`config.mk`:
```
export PLATFORM = sky130hd
export DESIGN_NAME = board_gpio_ctrl
export DESIGN_NICKNAME = d
export VERILOG_FILES = /design/src/rtl/board_gpio_ctrl.sv
export SDC_FILE = /design/constraint.sdc
export NUM_CORES = 1
export LEC_CHECK = 0
export BUFFER_PORTS_ARGS = -buffer_cell sky130_fd_sc_hd__buf_2
export CELL_PAD_IN_SITES_DETAIL_PLACEMENT = 0
export CELL_PAD_IN_SITES_GLOBAL_PLACEMENT = 1
export CORE_UTILIZATION = 35
export CTS_BUF_LIST = sky130_fd_sc_hd__clkbuf_8
export CTS_CLUSTER_SIZE = 40
export DETAILED_ROUTE_END_ITERATION = 10
export PLACE_DENSITY_LB_ADDON = 0.1
export SLEW_MARGIN = 20
export SYNTH_ARGS = -nofsm -noshare
export SYNTH_HDL_FRONTEND = slang
export SYNTH_SLANG_ARGS = --single-unit
```
`constraint.sdc`:
```
create_clock -name clk_i -period 8.5 [get_ports clk_i]
set_clock_uncertainty 0.05 [all_clocks]
set_input_delay 1.7 -clock clk_i [delete_from_list [all_inputs] [get_ports clk_i]]
set_output_delay 1.7 -clock clk_i [all_outputs]
set_load 0.01 [all_outputs]
```
`src/rtl/board_gpio_ctrl.sv`:
```
// board_gpio_ctrl
//   Board I/O front-end between raw FPGA-board pins and the 32-bit GPIO ports
//   of the processor subsystem. Each switch and button bit is synchronised
//   (2 flops) and debounced. Button presses are latched into sticky flags.
//   The LEDs are driven from the CPU output word, with optional PWM dimming.
//
//   Optional feature macro: BOARD_GPIO_PWM_EN
//     defined   - the LED pattern is gated by an 8-bit PWM whose duty comes
//                 from gpio_bo_i[23:16]
//     undefined - led_o is gpio_bo_i[LED_W-1:0], registered
//
//   Ports
//     clk_i        system clock
//     arst_i       asynchronous active-high reset
//     sw_i         raw switch pins (asynchronous)
//     btn_i        raw button pins (asynchronous)
//     press_clr_i  one-cycle clear strobes for the press flags
//     gpio_bo_i    CPU output word: [LED_W-1:0] LED pattern, [23:16] duty
//     gpio_bi_o    CPU input word: {0, press flags, btn_db, sw_db}
//     led_o        LED pins (registered)
module board_gpio_ctrl #(
  parameter int unsigned SW_W       = 8,
  parameter int unsigned BTN_W      = 4,
  parameter int unsigned LED_W      = 8,
  parameter int unsigned DEB_CYCLES = 20000,
  parameter int unsigned PWM_DIV    = 64
) (
  input  logic              clk_i,
  input  logic              arst_i,
  input  logic [SW_W-1:0]   sw_i,
  input  logic [BTN_W-1:0]  btn_i,
  input  logic [BTN_W-1:0]  press_clr_i,
  input  logic [31:0]       gpio_bo_i,
  output logic [31:0]       gpio_bi_o,
  output logic [LED_W-1:0]  led_o
);

  if (SW_W < 1 || SW_W > 16 || BTN_W < 1 || BTN_W > 8 || SW_W + 2 * BTN_W > 32 ||
      LED_W < 1 || LED_W > 16 || DEB_CYCLES < 2 || PWM_DIV < 1) begin : g_param_err
    $error("board_gpio_ctrl: illegal parameter combination");
  end

  localparam int unsigned IN_W  = SW_W + BTN_W;
  localparam int unsigned DEB_W = (DEB_CYCLES > 1) ? $clog2(DEB_CYCLES) : 1;
  localparam logic [DEB_W-1:0] DEB_LAST = DEB_W'(DEB_CYCLES - 1);

  // Switches and buttons share one synchroniser/debouncer vector.
  // Switches occupy the low bits and buttons the high bits.
  logic [IN_W-1:0]  sync1, sync2, db;
  logic [DEB_W-1:0] cnt [IN_W];
  logic [BTN_W-1:0] btn_db, btn_db_d, press;

  always_ff @(posedge clk_i or posedge arst_i) begin
    if (arst_i) begin
      sync1 <= '0;
      sync2 <= '0;
      db    <= '0;
      for (int unsigned i = 0; i < IN_W; i++) cnt[i] <= '0;
    end else begin
      sync1 <= {btn_i, sw_i};
      sync2 <= sync1;
      for (int unsigned i = 0; i < IN_W; i++) begin
        if (sync2[i] != db[i]) begin
          if (cnt[i] == DEB_LAST) begin
            db[i]  <= sync2[i];
            cnt[i] <= '0;
          end else begin
            cnt[i] <= cnt[i] + 1'b1;
          end
        end else begin
          // Any return to the stable value restarts the qualification window.
          cnt[i] <= '0;
        end
      end
    end
  end

  assign btn_db = db[IN_W-1:SW_W];

  // A rising debounced level sets a flag; set takes priority over clear.
  always_ff @(posedge clk_i or posedge arst_i) begin
    if (arst_i) begin
      btn_db_d <= '0;
      press    <= '0;
    end else begin
      btn_db_d <= btn_db;
      press    <= (press & ~press_clr_i) | (btn_db & ~btn_db_d);
    end
  end

  always_comb begin
    gpio_bi_o = '0;
    gpio_bi_o[IN_W-1:0]    = db;
    gpio_bi_o[IN_W +: BTN_W] = press;
  end

  // Not every bit of the CPU output word drives something.
  logic unused_bo;
  assign unused_bo = ^gpio_bo_i;

`ifdef BOARD_GPIO_PWM_EN
  localparam int unsigned PRE_W = (PWM_DIV > 1) ? $clog2(PWM_DIV) : 1;
  localparam logic [PRE_W-1:0] PRE_LAST = PRE_W'(PWM_DIV - 1);

  logic [PRE_W-1:0] pre;
  logic [7:0]       pwm_cnt;
  logic [7:0]       duty;
  logic             pwm_on;

  // Duty is taken live from the bus, so a change applies on the next LED update.
  assign duty   = gpio_bo_i[23:16];
  assign pwm_on = (duty == 8'hFF) || (pwm_cnt < duty);

  always_ff @(posedge clk_i or posedge arst_i) begin
    if (arst_i) begin
      pre     <= '0;
      pwm_cnt <= '0;
      led_o   <= '0;
    end else begin
      if (pre == PRE_LAST) begin
        pre     <= '0;
        pwm_cnt <= pwm_cnt + 8'd1;
      end else begin
        pre <= pre + 1'b1;
      end
      led_o <= gpio_bo_i[LED_W-1:0] & {LED_W{pwm_on}};
    end
  end
`else
  always_ff @(posedge clk_i or posedge arst_i) begin
    if (arst_i) led_o <= '0;
    else        led_o <= gpio_bo_i[LED_W-1:0];
  end
`endif

endmodule
```
==> metrics.txt <==
status=finished clean; final WL=approximately 19 mm; Starting Density=35.8%; EDFF count, synth=0; Setup TNS=0 ns; worst r2r path cells=4; Final setup viols=0; Synth Instances=between 900 and 1000; critical path's top delay family=flip-flops; die width=roughly 170 µm; Final Wtd Congestion=about 0.71; Stages on worst setup path=1; post-CTS resize count=0; sequential share of the synthesized area=between 50% and 60%; Slew Limit Fails=0; Main synth FF type=dfrtp_1; Peak Freq=between 0.3 and 0.4 GHz; layout cell share with drive strength beyond 1=about an eighth; Post-CTS Hold Fix Bufs=0; largest net degree at the start of global routing=84; number of port buffers=49; crit-path cells=buf_2; Max IR drop VDD=~0.00011 V; Worst slew margin=a little under two fifths; Worst-Margin Slew=~0.95 ns; Hold Path End=sync2[0]; critical path endpoint category=output pin; Total Nets Final=around 1100; Pwr Density=~200 nW/µm²; Final ANT Viol Nets=0; later-pin clock latency in the skew report=approximately 0.54 ns; hold path startpoint=sync1[0]; Critical path buffers and inverters=1; cell count of the worst hold path=0; RSZ-0062 raised after global routing=no; Req. time, crit path=between 6 and 7 ns; standard-cell rows=between 60 and 70; total number of vias=6808; drt initial violations=~310; Yosys cell types=29; first-pass GRT wire length=around 34 mm; Synth-to-Final Area Change=14.2%; CTS tree=done; detailed-route DRC error count=0; Finished Cell Area=between 10000 and 15000 µm²; die height=approximately 170 µm; initial antenna violation count=1; average vias per placed instance=between 4 and 5; Design Power=around 2.3 mW; Synth Register Bits=between 200 and 250; DR pass1 iterations=4; Setup crit start kind=flip-flop; final worst-path cycle share=34.7%; Sink Count=between 200 and 250; vias in the first global route=a little under 7000; WP data arrival=roughly 1.2 ns; Synth async-reset ratio=100%; R2R setup slack=between 6 and 7 ns; clock root cell=clkbuf_8; Crit Path Class=reg2out; Hold WC Path Type=reg2reg; gr usage total=between 10% and 20%; Core ar.=roughly 29000 µm²; Worst-path clk slew=approximately 0.05 ns; reg-to-reg startpoint=cnt[27]; total grt overflow=0; CTS Buf Count=45; Clock Path Buffers=3; setup bufs post-CTS=0; WL/cell=roughly 13 µm; maxcap violations=0; crit-path max FO=5; CTS H-tree depth=2; Pleak=about 5.3 nW; reg-to-reg endpoint=cnt[27]; ANT cells=0; Synth Cell Area=roughly 10000 µm²; IO Pins=90; fin crit period=between 2 and 3 ns; slowest CP cell=dfrtp_1; Mean Syn Cell Area=~11 µm²; Fin. Hold Viols=0; die area=just over 30000 µm²; HPWL Detailed=around 12 mm; worst stage delay on the critical path=between 0.4 and 0.5 ns; dpl cell area=approximately 11000 µm²; YS warnings=0; Filler cells=between 2000 and 3000
-- registers in the layout, summed over array words and instances (netlist names) --
name,count
cnt,180
db,12
sync1,12
sync2,12
led_o,8
btn_db_d,4
press,4
-- worst max path at each step --
stage                       from            end  slack [ns]
after floorplan           arst_i    btn_db_d[0]        0.39
after global placement    arst_i       sync1[0]        5.06
after detailed placement  arst_i          db[4]        5.07
after CTS                 db[11]  gpio_bi_o[11]        5.50
after global routing      db[11]  gpio_bi_o[11]        5.47
final                     db[11]  gpio_bi_o[11]        5.55
-- where the power goes --
part           switching, mW  total, mW  internal, mW
sequential            0.0172       1.14          1.13
clock                  0.457       1.11         0.657
combinational         0.0544     0.0769        0.0225
total                  0.529       2.34          1.81
-- cells in the mapped netlist (6+ instances only) --
library cell | n | area (µm²)
nand2_1 | 35 | 131
xnor2_1 | 66 | 578
nand2b_1 | 6 | 37.5
clkbuf_1 | 23 | 86.3
buf_4 | 16 | 120
nor4_1 | 17 | 106
and3_1 | 15 | 93.8
and2_1 | 9 | 56.3
inv_1 | 28 | 105
ha_1 | 12 | 150
nor2_1 | 180 | 676
mux2_2 | 8 | 90.1
nor3_1 | 26 | 130
and4_1 | 32 | 280
xor2_1 | 102 | 893
nand3_1 | 55 | 275
nor4b_1 | 7 | 61.3
nand4_1 | 65 | 407
dfrtp_1 | 232 | 5810
-- placed cells by master (no fill, tap or decap), types with 2 or more instances in the layout --
cell	n
xnor2_1	66
nand2_1	35
nand4_1	65
and2_1	9
bufinv_16	2
xor2_1	102
nor2_1	180
nor3_1	26
nand2b_1	6
o22ai_1	4
or3_1	4
and3_1	15
or4b_1	4
and4_1	32
ha_1	12
nor4_1	17
mux2_2	8
mux2_4	4
buf_2	49
conb_1	16
nand3_1	55
nor4b_1	7
dfrtp_1	232
inv_1	42
clkbuf_8	57
nand2b_2	3
or4_4	4
-- per-layer routing --
| metal | up-vias | GRT usage (%) | part of all wire [%] |
|---|---|---|---|
| met5 | - | 0 | 0.069 |
| met4 | 2 | 5.19 | 2.8 |
| met3 | 47 | 3.11 | 4.1 |
| met2 | 104 | 19.4 | 43 |
| met1 | 3255 | 19.0 | 50 |
| li1 | 3400 | - | - |
-- final cells by class --
type,instances,area (µm²),share of cell area (%)
well taps,384,480,4.06
clock inverters,19,130,1.10
flip-flops and latches,232,5810,49.0
multi-input cells,676,4260,36.0
repair buffers,51,264,2.23
inverters,28,113,0.951
clock buffers,57,785,6.63
-- cell families after synthesis --
logic type	Yosys count	synth area share [%]
muxes	12	1.45
xor gates and xnor gates	168	14.2
adders and majority gates	12	1.45
and+or+nand+nor	464	23.2
other	1	0.0362
AOI/OAI and AO/OA	4	0.241
DFF	232	56.0
buffers and inverters	71	3.44
-- through the flow --
stage | setup slack (ns) | std cells | utilization (%) | hold WS, ns
floorplan | 0.389 | 979 | - | 0.281
global placement | 5.06 | 1371 | 37.7 | 0.284
detailed placement | 5.07 | 1371 | 37.7 | 0.286
CTS | 5.50 | 1447 | 40.9 | 0.299
global route | 5.47 | 1447 | 40.9 | 0.301
finish | 5.55 | 1447 | 40.9 | 0.296
Power figures use the tool's default switching activity.
